[config.mk]
export PLATFORM = sky130hd
export DESIGN_NAME = pipe_stage_buf
export DESIGN_NICKNAME = d
export VERILOG_FILES = /design/src/rtl/pipe_stage_buf.sv
export SDC_FILE = /design/constraint.sdc
export NUM_CORES = 1
export LEC_CHECK = 0
export CAP_MARGIN = 25
export CORE_ASPECT_RATIO = 1.75
export CORE_MARGIN = 1
export CORE_UTILIZATION = 45
export DETAILED_ROUTE_END_ITERATION = 10
export PLACE_DENSITY_LB_ADDON = 0.25
export SKIP_LAST_GASP = 1
export SYNTH_ARGS = -nofsm -noshare
export SYNTH_HDL_FRONTEND = slang
export SYNTH_SLANG_ARGS = --single-unit
[constraint.sdc]
create_clock -name clk -period 5.3 [get_ports clk]
set_input_delay 1.325 -clock clk [delete_from_list [all_inputs] [get_ports clk]]
set_output_delay 1.325 -clock clk [all_outputs]
set_load 0.03 [all_outputs]
[src/rtl/pipe_stage_buf.sv]
// pipe_stage_buf: elastic inter-stage buffer for the pipelined CPU.
// A DEPTH-entry FIFO with valid/ready handshakes on both sides. Stalls hold
// contents, flush discards every entry, and an empty buffer presents BUBBLE.
// All outputs come straight from flops; nothing on the input side reaches the
// output side within the same cycle.
module pipe_stage_buf #(
    parameter int                DATA_W = 75,
    parameter int                DEPTH  = 2,
    parameter logic [DATA_W-1:0] BUBBLE = {DATA_W{1'b0}},
    parameter int                CNT_W  = $clog2(DEPTH + 1)
) (
    input  logic              clk,
    input  logic              rstn,
    input  logic              flush,
    input  logic              in_valid,
    output logic              in_ready,
    input  logic [DATA_W-1:0] in_data,
    output logic              out_valid,
    input  logic              out_ready,
    output logic [DATA_W-1:0] out_data,
    output logic [CNT_W-1:0]  count
);

    localparam int               PTR_W    = (DEPTH > 1) ? $clog2(DEPTH) : 1;
    localparam logic [PTR_W-1:0] PTR_LAST = PTR_W'(DEPTH - 1);
    localparam logic [PTR_W-1:0] PTR_ZERO = {PTR_W{1'b0}};
    localparam logic [CNT_W-1:0] CNT_FULL = CNT_W'(DEPTH);
    localparam logic [CNT_W-1:0] CNT_ZERO = {CNT_W{1'b0}};
    localparam logic [CNT_W-1:0] CNT_ONE  = CNT_W'(1);

    // Storage is deliberately not reset; only the pointers/count give it meaning.
    logic [DATA_W-1:0] mem_q [DEPTH];

    logic [PTR_W-1:0]  wr_ptr_q, wr_ptr_d;
    logic [PTR_W-1:0]  rd_ptr_q, rd_ptr_d;
    logic [CNT_W-1:0]  count_q, count_d;
    logic              in_ready_q, in_ready_d;
    logic              out_valid_q, out_valid_d;
    logic [DATA_W-1:0] out_data_q, out_data_d;
    logic              push_s;
    logic              pop_s;

    // Handshake qualification: flush cancels both the push and the pop.
    always_comb begin
        push_s = in_valid  && in_ready_q  && !flush;
        pop_s  = out_valid_q && out_ready && !flush;
    end

    // Next pointers and occupancy; wrap uses an explicit compare so any DEPTH works.
    always_comb begin
        wr_ptr_d = wr_ptr_q;
        rd_ptr_d = rd_ptr_q;
        count_d  = count_q;
        if (flush) begin
            wr_ptr_d = PTR_ZERO;
            rd_ptr_d = PTR_ZERO;
            count_d  = CNT_ZERO;
        end else begin
            if (push_s) begin
                wr_ptr_d = (wr_ptr_q == PTR_LAST) ? PTR_ZERO : (wr_ptr_q + PTR_W'(1));
            end else begin
                wr_ptr_d = wr_ptr_q;
            end
            if (pop_s) begin
                rd_ptr_d = (rd_ptr_q == PTR_LAST) ? PTR_ZERO : (rd_ptr_q + PTR_W'(1));
            end else begin
                rd_ptr_d = rd_ptr_q;
            end
            case ({push_s, pop_s})
                2'b10:   count_d = count_q + CNT_ONE;
                2'b01:   count_d = count_q - CNT_ONE;
                default: count_d = count_q;
            endcase
        end
    end

    // Next output view: status flags and the head entry after this edge.
    // When the new head is the slot being written right now, take in_data
    // directly since the array write lands on the same edge.
    always_comb begin
        in_ready_d  = (count_d != CNT_FULL);
        out_valid_d = (count_d != CNT_ZERO);
        out_data_d  = BUBBLE;
        if (count_d == CNT_ZERO) begin
            out_data_d = BUBBLE;
        end else if (push_s && (rd_ptr_d == wr_ptr_q)) begin
            out_data_d = in_data;
        end else begin
            out_data_d = mem_q[rd_ptr_d];
        end
    end

    // Control and output registers, cleared asynchronously by rstn.
    always_ff @(posedge clk or negedge rstn) begin
        if (!rstn) begin
            wr_ptr_q    <= PTR_ZERO;
            rd_ptr_q    <= PTR_ZERO;
            count_q     <= CNT_ZERO;
            in_ready_q  <= 1'b1;
            out_valid_q <= 1'b0;
            out_data_q  <= BUBBLE;
        end else begin
            wr_ptr_q    <= wr_ptr_d;
            rd_ptr_q    <= rd_ptr_d;
            count_q     <= count_d;
            in_ready_q  <= in_ready_d;
            out_valid_q <= out_valid_d;
            out_data_q  <= out_data_d;
        end
    end

    // Entry storage write on an accepted push.
    always_ff @(posedge clk) begin
        if (push_s) begin
            mem_q[wr_ptr_q] <= in_data;
        end
    end

    assign in_ready  = in_ready_q;
    assign out_valid = out_valid_q;
    assign out_data  = out_data_q;
    assign count     = count_q;

endmodule
# == After elaboration in Yosys (flattened, before gate mapping) ==
# Memory sizes are Yosys's and may differ from the RTL's.
# Index checks and enable logic that the tools add are counted.
# classes
addsub,4
mul,0
div,0
n_lt_le_gt_ge,0
eq_ne,4
shift,0
muxes,12
bitwise,0
reduce_logical,9
# op_table
op,n
two-way mux 75 bit,2
two-way mux 1 bit,8
logical AND 1 bit,5
one-hot mux 2 bit (2 select lines),1
nonzero test 2 bit,2
"adder 1 bit, second input constant",2
"adder 2 x 1 -> 2 bit, second input constant",1
"== test 2 x 1 -> 1 bit, second input constant",1
"== test 2 bit, second input constant",1
logical NOT 2 bit,1
two-way mux 2 bit,1
"!= test 2 bit, second input constant",1
"subtractor 2 x 1 -> 2 bit, second input constant",1
== test 1 bit,1
logical NOT 1 bit,1
# totals
regBits,81
latchBits,0
ramBits,150
rom_bits,0
output_inout_bits,79
word_cells,36
n_memories,1
# memory_table
name,words,width,read_ports,rd_ports_with_merged_regs,wr,line,source
mem_q,2,75,1,0,1,32,logic [DATA_W-1:0] mem_q [DEPTH];

# == Logic depth before layout (Yosys ltp) ==
# Gate-level depths: netlist (run 1).
# depth
word_depth,8
depth_mapped,10

# == Least setup slack after synthesis (run 1) ==
# OpenSTA, ideal clock, no wires.
# synth_timing
path_kind,input to register
from,input in_valid
to,memory mem_q[0][0] (enable)
setup_time_ps,509
t_arrival_ps,5075
slack_ps,-284
cell_stages,5
cell_sequence,nand2_1 > or2_1 > buf_2 > clkbuf_1 > nor2_1
# synth_between
elab_chain_len,4
# synth_rtl
item,line,source
start: declaration,15,"input logic in_valid,"
logical AND 1 bit (2 in series),45,push_s = in_valid && in_ready_q && !flush;
two-way mux 1 bit,114,if (push_s) begin
two-way mux 1 bit (implied by the code),115,mem_q[wr_ptr_q] <= in_data;
end: declaration,32,
# No other way between the ends.

# == Final worst setup path (run 1) ==
# layout_timing
from,input flush
to,"register out_data_q[57], in the netlist out_data[57]"
# layout_between
elab_chain_len,8
# layout_rtl
item,line,source
start: declaration,14,"input logic flush,"
"parallel branches: the longest is 7 deep, another holds == test 2 x 1 -> 1 bit",n/a,
two-way mux 75 bit (*),84,if (count_d == CNT_ZERO) begin
via out_data_d[57],39,"logic [DATA_W-1:0] out_data_q, out_data_d;"
end signal: assignment,108,out_data_q <= out_data_d;
end: declaration,39,
# Mark *: on every way through the listed nets, which the timed path passes.
# A chain may end at the register's enable or synchronous reset.

==> flow_metrics.env, run 1 <==
export IMPL_grt_max_degree=76
export IMPL_layout_cells_non_filler=1009
export IMPL_num_antenna_cells=0
export IMPL_io_buffer_count=158
export IMPL_max_freq_mhz=259
export IMPL_placed_cells=971
export IMPL_drt_initial_drc_count=234
export IMPL_wl_mm=21.0
export IMPL_synth_largest_area_cell="edfxtp_1"
export IMPL_pre_cts_slack_ps=945
export IMPL_startpoint_type="input port"
export IMPL_worstPathMaxFanout=51
export IMPL_cts_hold_buffers=0
export IMPL_syn_area_per_cell_sq_um=14.5
export IMPL_reg2reg_to="out_data[57]"
export IMPL_gp_congestion=0.741
export IMPL_whs_path_depth=2
export IMPL_cts_buffer_depth=3
export IMPL_drive_above_1_share_pct=13.0
export IMPL_pin_count=159
export IMPL_ys_top_cells_by_area="edfxtp_1, dfrtp_1, a311oi_2"
export IMPL_fin_crit_ps=3850
export IMPL_worstMarginPinSlew_ps=901
export IMPL_grt_pass1_wl_mm=33.0
export IMPL_path_cells="clkdlybuf4s50_1, or2_4, ha_1, nor2b_1, a221o_4, buf_12, a311oi_1"
export IMPL_synth_top_area_share_pct=50.8
export IMPL_synth_area_sq_um=8870
export IMPL_clkTransAtPathRegs_ps=70
export IMPL_numClockSinks=231
export IMPL_pwr_density_cell_nw_per_um2=373
export IMPL_rr_worst_depth=7
export IMPL_critPathSlowestCell="a221o_4"
export IMPL_htreeDepth=1
export IMPL_leakage_nw=4.07
export IMPL_synth_cells=610
export IMPL_antenna_found_initial=0
export IMPL_rsz0062_at_grt="false"
export IMPL_core_area_sq_um=19200
export IMPL_area_growth_pct=28.0
export IMPL_cp_end_kind="flop"
export IMPL_drt_pass1_iterations=4
export IMPL_wl_per_cell_um=20.8
export IMPL_drc=0
export IMPL_hold_class="flop to flop"
export IMPL_ctsRootBufferMaster="clkbuf_16"
export IMPL_dieArea_sq_um=20300
export IMPL_drv_slew=0
export IMPL_overflow=0
export IMPL_yosysWarnings=0
export IMPL_cts_resized=0
export IMPL_ys_seq_elements=231
export IMPL_cts_buffers=21
export IMPL_reg2reg_from="in_ready"
export IMPL_relSlewSlack_pct=39.9
export IMPL_cts_tree="done"
export IMPL_die_h_um=188
export IMPL_ys_async_sr_fraction_pct=35.1
export IMPL_start_util_pct=46.2
export IMPL_min_delay_start="mem_q[1][74]"
export IMPL_cp_required_ps=5700
export IMPL_outcome="complete, no violations"
export IMPL_post_dp_hpwl_mm=12.4
export IMPL_slowest_delay_ps=690
export IMPL_ant_nets=0
export IMPL_syn_nets=691
export IMPL_cap_violations=0
export IMPL_vias=5727
export IMPL_grt_pass1_vias=6156
export IMPL_grt_total_usage_pct=21.3
export IMPL_rrSetupSlack_ps=2290
export IMPL_fin_crit_sh_pct=72.7
export IMPL_rows=67
export IMPL_synthTopCellsByCount="nand2_1, edfxtp_1, dfrtp_1"
export IMPL_synth_edf_count=150
export IMPL_finalSetupViolations=0
export IMPL_cts_setup_buffers=0
export IMPL_crit_type="input port to flop"
export IMPL_setup_ws_ps=1450
export IMPL_synthDistinctLibCells=26
export IMPL_layout_nets=834
export IMPL_path_buf_inv=2
export IMPL_synth_most_common_cell="nand2_1"
export IMPL_synth_seq_area_share_pct=73.6
export IMPL_cp_arrival_ps=4250
export IMPL_hold_viol=0
export IMPL_die_x_um=108
export IMPL_skew_ps=15.7
export IMPL_ys_flop_type="edfxtp_1"
export IMPL_worstHoldEndpoint="out_data[74]"
export IMPL_viasPerCell=5.68
export IMPL_vdd_ir_drop_max_mv=0.274
export IMPL_cp_top_family="compound AO/OA/AOI/OAI gates"
export IMPL_clock_latency_ps=500
state kept, by name, indices dropped and copies added, names as in the netlist:
signal and flops:
mem_q 150, count 2, in_ready 1, out_data 75
rd_ptr_q 1, wr_ptr_q 1, out_valid 1
where the power goes:
group / switching (W) / internal (W)
clock: 0.000645 / 0.000828
combinational: 0.000438 / 0.000246
sequential: 0.0000390 / 0.00204
cell type report:
class                      count  area, sq um
clock buffer                  31          593
clock inverter                 7         65.1
inverter                       4         15.0
timing repair buffer         169         1710
tap                          241          302
sequential                   231         6530
multi-input combinational    326         2140
fill                        1496         7840
cell usage in the layout (no fill, tap or decap), types with 3 or more instances in the layout:
master	synthesis	final
buf_4	0	8
nor2b_1	3	3
a311oi_1	25	25
nand2_1	152	152
dfrtp_1	80	80
clkbuf_8	0	3
edfxtp_1	150	150
nor3_1	76	76
clkbuf_16	0	21
clkdlybuf4s50_1	0	157
buf_12	0	4
inv_1	4	3
a311oi_2	50	50
clkbuf_1	24	7
nor2_1	5	3
worst max path at each step:
| stage | startpoint | to | depth (start not counted) |
|---|---|---|---|
| after floorplan | in_valid | mem_q[0][0] | 5 |
| final | flush | out_data[57] | 7 |
| after detailed placement | flush | out_data[62] | 7 |
| after global routing | flush | out_data[57] | 7 |
| after global placement | flush | out_data[57] | 7 |
| after CTS | flush | out_data[62] | 7 |
per-layer routing:
layer,vias up,share of wire [%],global-route usage (%)
met4,0,4.4,11.0
met3,53,5.6,3.34
li1,2552,-,-
met5,-,0,0
met2,227,53,36.9
met1,2895,37,25.0
kinds of logic after synthesis:
logic type / synth area share, %
AO/OA/AOI/OAI: 11.2
buffers and inverters: 2.92
AND/OR/NAND/NOR: 11.5
adder cells (fa/ha/maj): 0.141
multiplexers: 0.113
XOR/XNOR: 0.578
flip-flops: 73.6
metrics by stage:
stage                     hold slack, ps  instance area, sq um  utilization, %  power [W]  TNS [ps]
after CTS                            540                 11400            59.2    0.00427         0
final                                527                 11400            59.2    0.00424         0
after floorplan                      509                  8870               -    0.00250    -42580
after detailed placement             528                 10700            55.7    0.00280         0
after global placement               521                 10700            55.7    0.00279         0
after global routing                 563                 11400            59.2    0.00438         0
tightest hold or removal path: cells and delay by family, from the launching register on:
family / cells / cell delay (ps)
flops: 1 / 350
compound gates: 1 / 80
simple gates: 1 / 60
Note: power is estimated with default switching activity, not from simulation.
==> inputs of run 2 (changes only) <==
==> constraint.sdc (replaced) <==
create_clock -name clk -period 3.7 [get_ports clk]
set_input_delay 0.925 -clock clk [delete_from_list [all_inputs] [get_ports clk]]
set_output_delay 0.925 -clock clk [all_outputs]
set_load 0.03 [all_outputs]
==> run 2 against run 1 <==
Compared with the run above:
- wire length is 0.77% higher
- clock power is 37% higher
- total power is 42% higher
- highest routed layer unchanged
- utilization is 0.51 points higher
- register-to-register slack worse by 1200 ps
- largest power group unchanged
- clock skew is 5.2 ps higher
- final area is 0.87% higher
==> flow_metrics.env, run 2 (synthesized netlist as in run 1, its figures left out) <==
export IMPL_p_int_w=0.00441
export IMPL_cp_top_family="compound AO/OA/AOI/OAI gates"
export IMPL_cts_setup_buffers=0
export IMPL_wl_mm=21.2
export IMPL_multi_input_area_sq_um=2140
export IMPL_cts_tree="done"
export IMPL_drt_initial_drc_count=248
export IMPL_wl_met3_mm=1.22
export IMPL_clkTransAtPathRegs_ps=60
export IMPL_grt_pass1_vias=6204
export IMPL_setup_ws_ps=730
export IMPL_grt_pass1_wl_mm=33.2
export IMPL_clkPwrFrac_pct=33.5
export IMPL_drt_pass1_iterations=5
export IMPL_hold_class="input port to async pin"
export IMPL_slowest_delay_ps=590
export IMPL_tns_ps=0
export IMPL_cp_arrival_ps=3350
export IMPL_cp_end_kind="flop"
export IMPL_finalSetupViolations=0
export IMPL_n_fill_cell=1546
export IMPL_drc=0
export IMPL_fin_crit_sh_pct=80.3
export IMPL_path_cells="clkdlybuf4s50_1, nand2_1, or2_4, ha_1, nor2b_1, a221o_4, buf_12, a311oi_1"
export IMPL_cap_violations=0
export IMPL_rsz0062_at_grt="false"
export IMPL_rrSetupSlack_ps=1100
export IMPL_rr_worst_depth=7
export IMPL_regArea_sq_um=6530
export IMPL_seqPwrFrac_pct=49.5
export IMPL_switchingPower_w=0.00159
export IMPL_worstMarginPinSlew_ps=662
export IMPL_worstPathMaxFanout=26
export IMPL_viasPerCell=5.55
export IMPL_stdcell_area_sq_um=11500
export IMPL_regMostFlops="mem_q"
export IMPL_vias=5663
export IMPL_hold_viol=0
export IMPL_antenna_found_initial=2
export IMPL_critPathSlowestCell="a221o_4"
export IMPL_m1WireLength_mm=8.10
export IMPL_startpoint_type="input port"
export IMPL_die_h_um=188
export IMPL_cts_resized=0
export IMPL_ant_nets=0
export IMPL_fin_crit_ps=2970
export IMPL_relSlewSlack_pct=55.8
export IMPL_core_area_sq_um=19200
export IMPL_pre_cts_slack_ps=232
export IMPL_start_util_pct=46.2
export IMPL_wl_met2_mm=11.3
export IMPL_final_common_cell="clkdlybuf4s50_1"
export IMPL_whs_ps=313
export IMPL_clock_latency_ps=500
export IMPL_overflow=0
export IMPL_cts_buffers=21
export IMPL_area_growth_pct=29.1
export IMPL_htreeDepth=1
export IMPL_switching_share_pct=26.5
export IMPL_cts_buffer_depth=3
export IMPL_top_layer="met4"
export IMPL_wl_per_cell_um=20.7
export IMPL_outcome="complete, no violations"
export IMPL_placed_area_sq_um=10800
export IMPL_crit_type="input port to flop"
export IMPL_cp_required_ps=4080
export IMPL_rows=67
export IMPL_grt_max_degree=76
export IMPL_reg2reg_to="out_data[66]"
export IMPL_cts_hold_buffers=0
export IMPL_leakage_nw=4.12
export IMPL_path_buf_inv=2
export IMPL_reg2reg_from="in_ready"
export IMPL_power_frac_comb_pct=17.0
export IMPL_dieArea_sq_um=20300
export IMPL_post_dp_hpwl_mm=13.0
export IMPL_drive_above_1_share_pct=14.7
export IMPL_grt_total_usage_pct=21.4
export IMPL_skew_ps=20.9
export IMPL_fin_total_pwr_w=0.00600
export IMPL_pin_count=159
export IMPL_drv_slew=0
export IMPL_gp_congestion=0.787
export IMPL_ctsRootBufferMaster="clkbuf_16"
export IMPL_die_x_um=108
export IMPL_vdd_ir_drop_max_mv=0.491
export IMPL_io_buffer_count=158
export IMPL_largest_reg_flops=150
export IMPL_max_freq_mhz=337
export IMPL_final_cell_mix="clkdlybuf4s50_1, nand2_1, edfxtp_1"
export IMPL_numClockSinks=231
export IMPL_pwr_density_cell_nw_per_um2=524
export IMPL_layout_nets=844
## run 2: how the worst max path moves through the flow
stage               startpoint            to  slack [ps]  cells after the start
floorplan             in_valid   mem_q[1][0]        -240                      5
global placement      in_valid   out_data[6]         340                      8
detailed placement    in_valid  out_data[70]         230                      8
CTS                   in_valid  out_data[66]         740                      8
global route          in_valid  out_data[66]         600                      8
finish                in_valid  out_data[66]         730                      8
## run 2: power groups by stage
stage | registers [W] | logic [W] | clock network [W]
6_report | 0.00297 | 0.00102 | 0.00201
3_5_place_dp | 0.00302 | 0.00103 | 0
5_1_grt | 0.00298 | 0.00108 | 0.00215
2_1_floorplan | 0.00319 | 0.000390 | 0
3_3_place_gp | 0.00302 | 0.00100 | 0
4_1_cts | 0.00297 | 0.00103 | 0.00207
## run 2: cell type report
cell class / instances / area share [%]
diodes: 2 / 0.0437
clock buffers: 28 / 5.08
repair buffers: 179 / 15.9
clock inverters: 10 / 0.502
multi-input cells: 326 / 18.7
inverters: 4 / 0.131
flip-flops and latches: 231 / 57.0
well taps: 241 / 2.63
## run 2: layer usage
layer | GRT usage [%] | vias up
met2 | 38.7 | 188
met3 | 3.65 | 29
met4 | 7.64 | 0
met5 | 0 | -
met1 | 24.9 | 2870
li1 | - | 2576
## run 2: through the flow
step / instances / util (%)
final: 1021 / 59.7
after global routing: 1021 / 59.7
after CTS: 1019 / 59.6
after detailed placement: 981 / 56.3
after global placement: 981 / 56.3
after floorplan: 610 / -
==> inputs of run 3 (changes only) <==
==> constraint.sdc (replaced) <==
create_clock -name clk -period 2.5 [get_ports clk]
set_input_delay 0.625 -clock clk [delete_from_list [all_inputs] [get_ports clk]]
set_output_delay 0.625 -clock clk [all_outputs]
set_load 0.03 [all_outputs]
==> run 3 against run 2 <==
Compared with the run above:
- sequential share of layout area down 1.4 points
- clock power up 68%
- sequential power up 48%
- critical path type unchanged
- combinational power up 54%
- register-to-register slack worse by 950 ps
- worst hold slack worse by 300 ps
==> flow_metrics.env, run 3 (synthesized netlist as in run 1, its figures left out) <==
export IMPL_cts_buffers=21
export IMPL_dieArea_sq_um=20300
export IMPL_ctsRootBufferMaster="clkbuf_16"
export IMPL_worstPathMaxFanout=38
export IMPL_max_freq_mhz=412
export IMPL_post_dp_hpwl_mm=13.2
export IMPL_startpoint_type="input port"
export IMPL_multi_input_area_sq_um=2140
export IMPL_cts_setup_buffers=0
export IMPL_placed_cells=993
export IMPL_regMostFlops="mem_q"
export IMPL_hold_viol=0
export IMPL_clkTransAtPathRegs_ps=70
export IMPL_clock_latency_ps=490
export IMPL_cts_resized=0
export IMPL_die_h_um=188
export IMPL_grt_pass1_wl_mm=33.8
export IMPL_skew_ps=13.3
export IMPL_core_area_sq_um=19200
export IMPL_pin_count=159
export IMPL_cts_tree="done"
export IMPL_fin_total_pwr_w=0.00935
export IMPL_layout_nets=856
export IMPL_overflow=0
export IMPL_start_util_pct=46.2
export IMPL_worstMarginPinSlew_ps=698
export IMPL_viasPerCell=5.60
export IMPL_largest_reg_flops=150
export IMPL_final_cell_mix="clkdlybuf4s50_1, nand2_1, edfxtp_1"
export IMPL_gp_congestion=0.740
export IMPL_pwr_density_cell_nw_per_um2=795
export IMPL_relSlewSlack_pct=53.5
export IMPL_final_common_cell="clkdlybuf4s50_1"
export IMPL_drc=0
export IMPL_drv_slew=0
export IMPL_outcome="complete, no violations"
export IMPL_vias=5776
export IMPL_tns_ps=0
export IMPL_grt_pass1_vias=6282
export IMPL_htreeDepth=1
export IMPL_drt_pass1_iterations=6
export IMPL_drive_above_1_share_pct=16.0
export IMPL_finalSetupViolations=0
export IMPL_fin_crit_sh_pct=97.0
export IMPL_antenna_found_initial=1
export IMPL_leakage_nw=4.26
export IMPL_critPathSlowestCell="clkdlybuf4s50_1"
export IMPL_grt_max_degree=56
export IMPL_cp_arrival_ps=2810
export IMPL_die_x_um=108
export IMPL_cap_violations=0
export IMPL_numClockSinks=231
export IMPL_cts_buffer_depth=3
export IMPL_slowest_delay_ps=470
export IMPL_grt_total_usage_pct=21.7
export IMPL_path_cells="clkdlybuf4s50_1, nand2_2, or2_4, ha_1, nor2b_1, a221o_4, buf_12, a311oi_1"
export IMPL_wl_per_cell_um=20.7
export IMPL_vdd_ir_drop_max_mv=0.620
export IMPL_fin_crit_ps=2430
export IMPL_layout_cells_non_filler=1031
export IMPL_area_growth_pct=32.4
export IMPL_crit_type="input port to flop"
export IMPL_io_buffer_count=158
export IMPL_ant_nets=0
export IMPL_cp_top_family="compound AO/OA/AOI/OAI gates"
export IMPL_cp_required_ps=2880
export IMPL_regArea_sq_um=6530
export IMPL_wl_mm=21.4
export IMPL_rows=67
export IMPL_drt_initial_drc_count=287
export IMPL_rsz0062_at_grt="false"
export IMPL_hold_class="input port to async pin"
export IMPL_cts_hold_buffers=0
export IMPL_n_fill_cell=1496
export IMPL_cp_end_kind="flop"
export IMPL_path_buf_inv=2
## run 3: changes by cell type in the layout (fill, tap and decap cells not counted), sizes merged
cell,delta
buf,+12
bufinv,+4
clkinv,-2
clkinvlp,-2
diode,-1
inv,-1
## run 3: report_power, final
| part | total (W) | internal, W | switching [W] |
|---|---|---|---|
| Combinational | 0.00157 | 0.000610 | 0.000959 |
| Sequential | 0.00441 | 0.00432 | 0.0000816 |
| Clock | 0.00337 | 0.00202 | 0.00135 |
## run 3: worst register-to-register path, stage by stage, from the launching register on
cell      delay [ps]
dfstp_2          540
nand2_2           60
or2_4            230
ha_1             330
nor2b_1          170
a221o_4          430
buf_12           190
a311oi_1         290
## run 3: routing by layer
metal / wire length (um) / track usage (%) / up-vias
met5: 0 / 0 / -
met4: 596 / 8.17 / 0
met3: 904 / 2.75 / 36
met2: 11400 / 38.1 / 158
met1: 8450 / 27.0 / 2969
li1: - / - / 2613
## run 3: path summary, 6_finish.rpt
kind / from / to / slack (ps) / depth (start not counted)
max: in_valid / out_data[72] / 70 / 8
min: rstn / out_data[10] / 10 / 1
max reg2reg: in_ready / out_data[72] / 150 / 7
min reg2reg: mem_q[0][71] / out_data[71] / 540 / 2
max in group asynchronous: rstn / in_ready / 1820 / 2
min in group clk: mem_q[0][71] / out_data[71] / 540 / 2
## run 3: final cells by class
cell class,count,area share (%)
multi-input combinational,326,18.2
timing repair buffer,191,17.4
clock buffer,28,4.87
inverter,4,0.128
sequential,231,55.6
tap,241,2.57
clock inverter,9,1.24
antenna,1,0.0213
## run 3: stage by stage
step                worst slack (ps)  hold slack [ps]  utilization (%)  area (sq um)
finish                          73.9             14.5             61.2         11700
global route                    3.92             16.7             61.2         11700
CTS                             61.4             19.9             61.2         11700
detailed placement              -435              530             57.5         11000
global placement                -308              519             57.5         11000
floorplan                       -219              329                -          8960
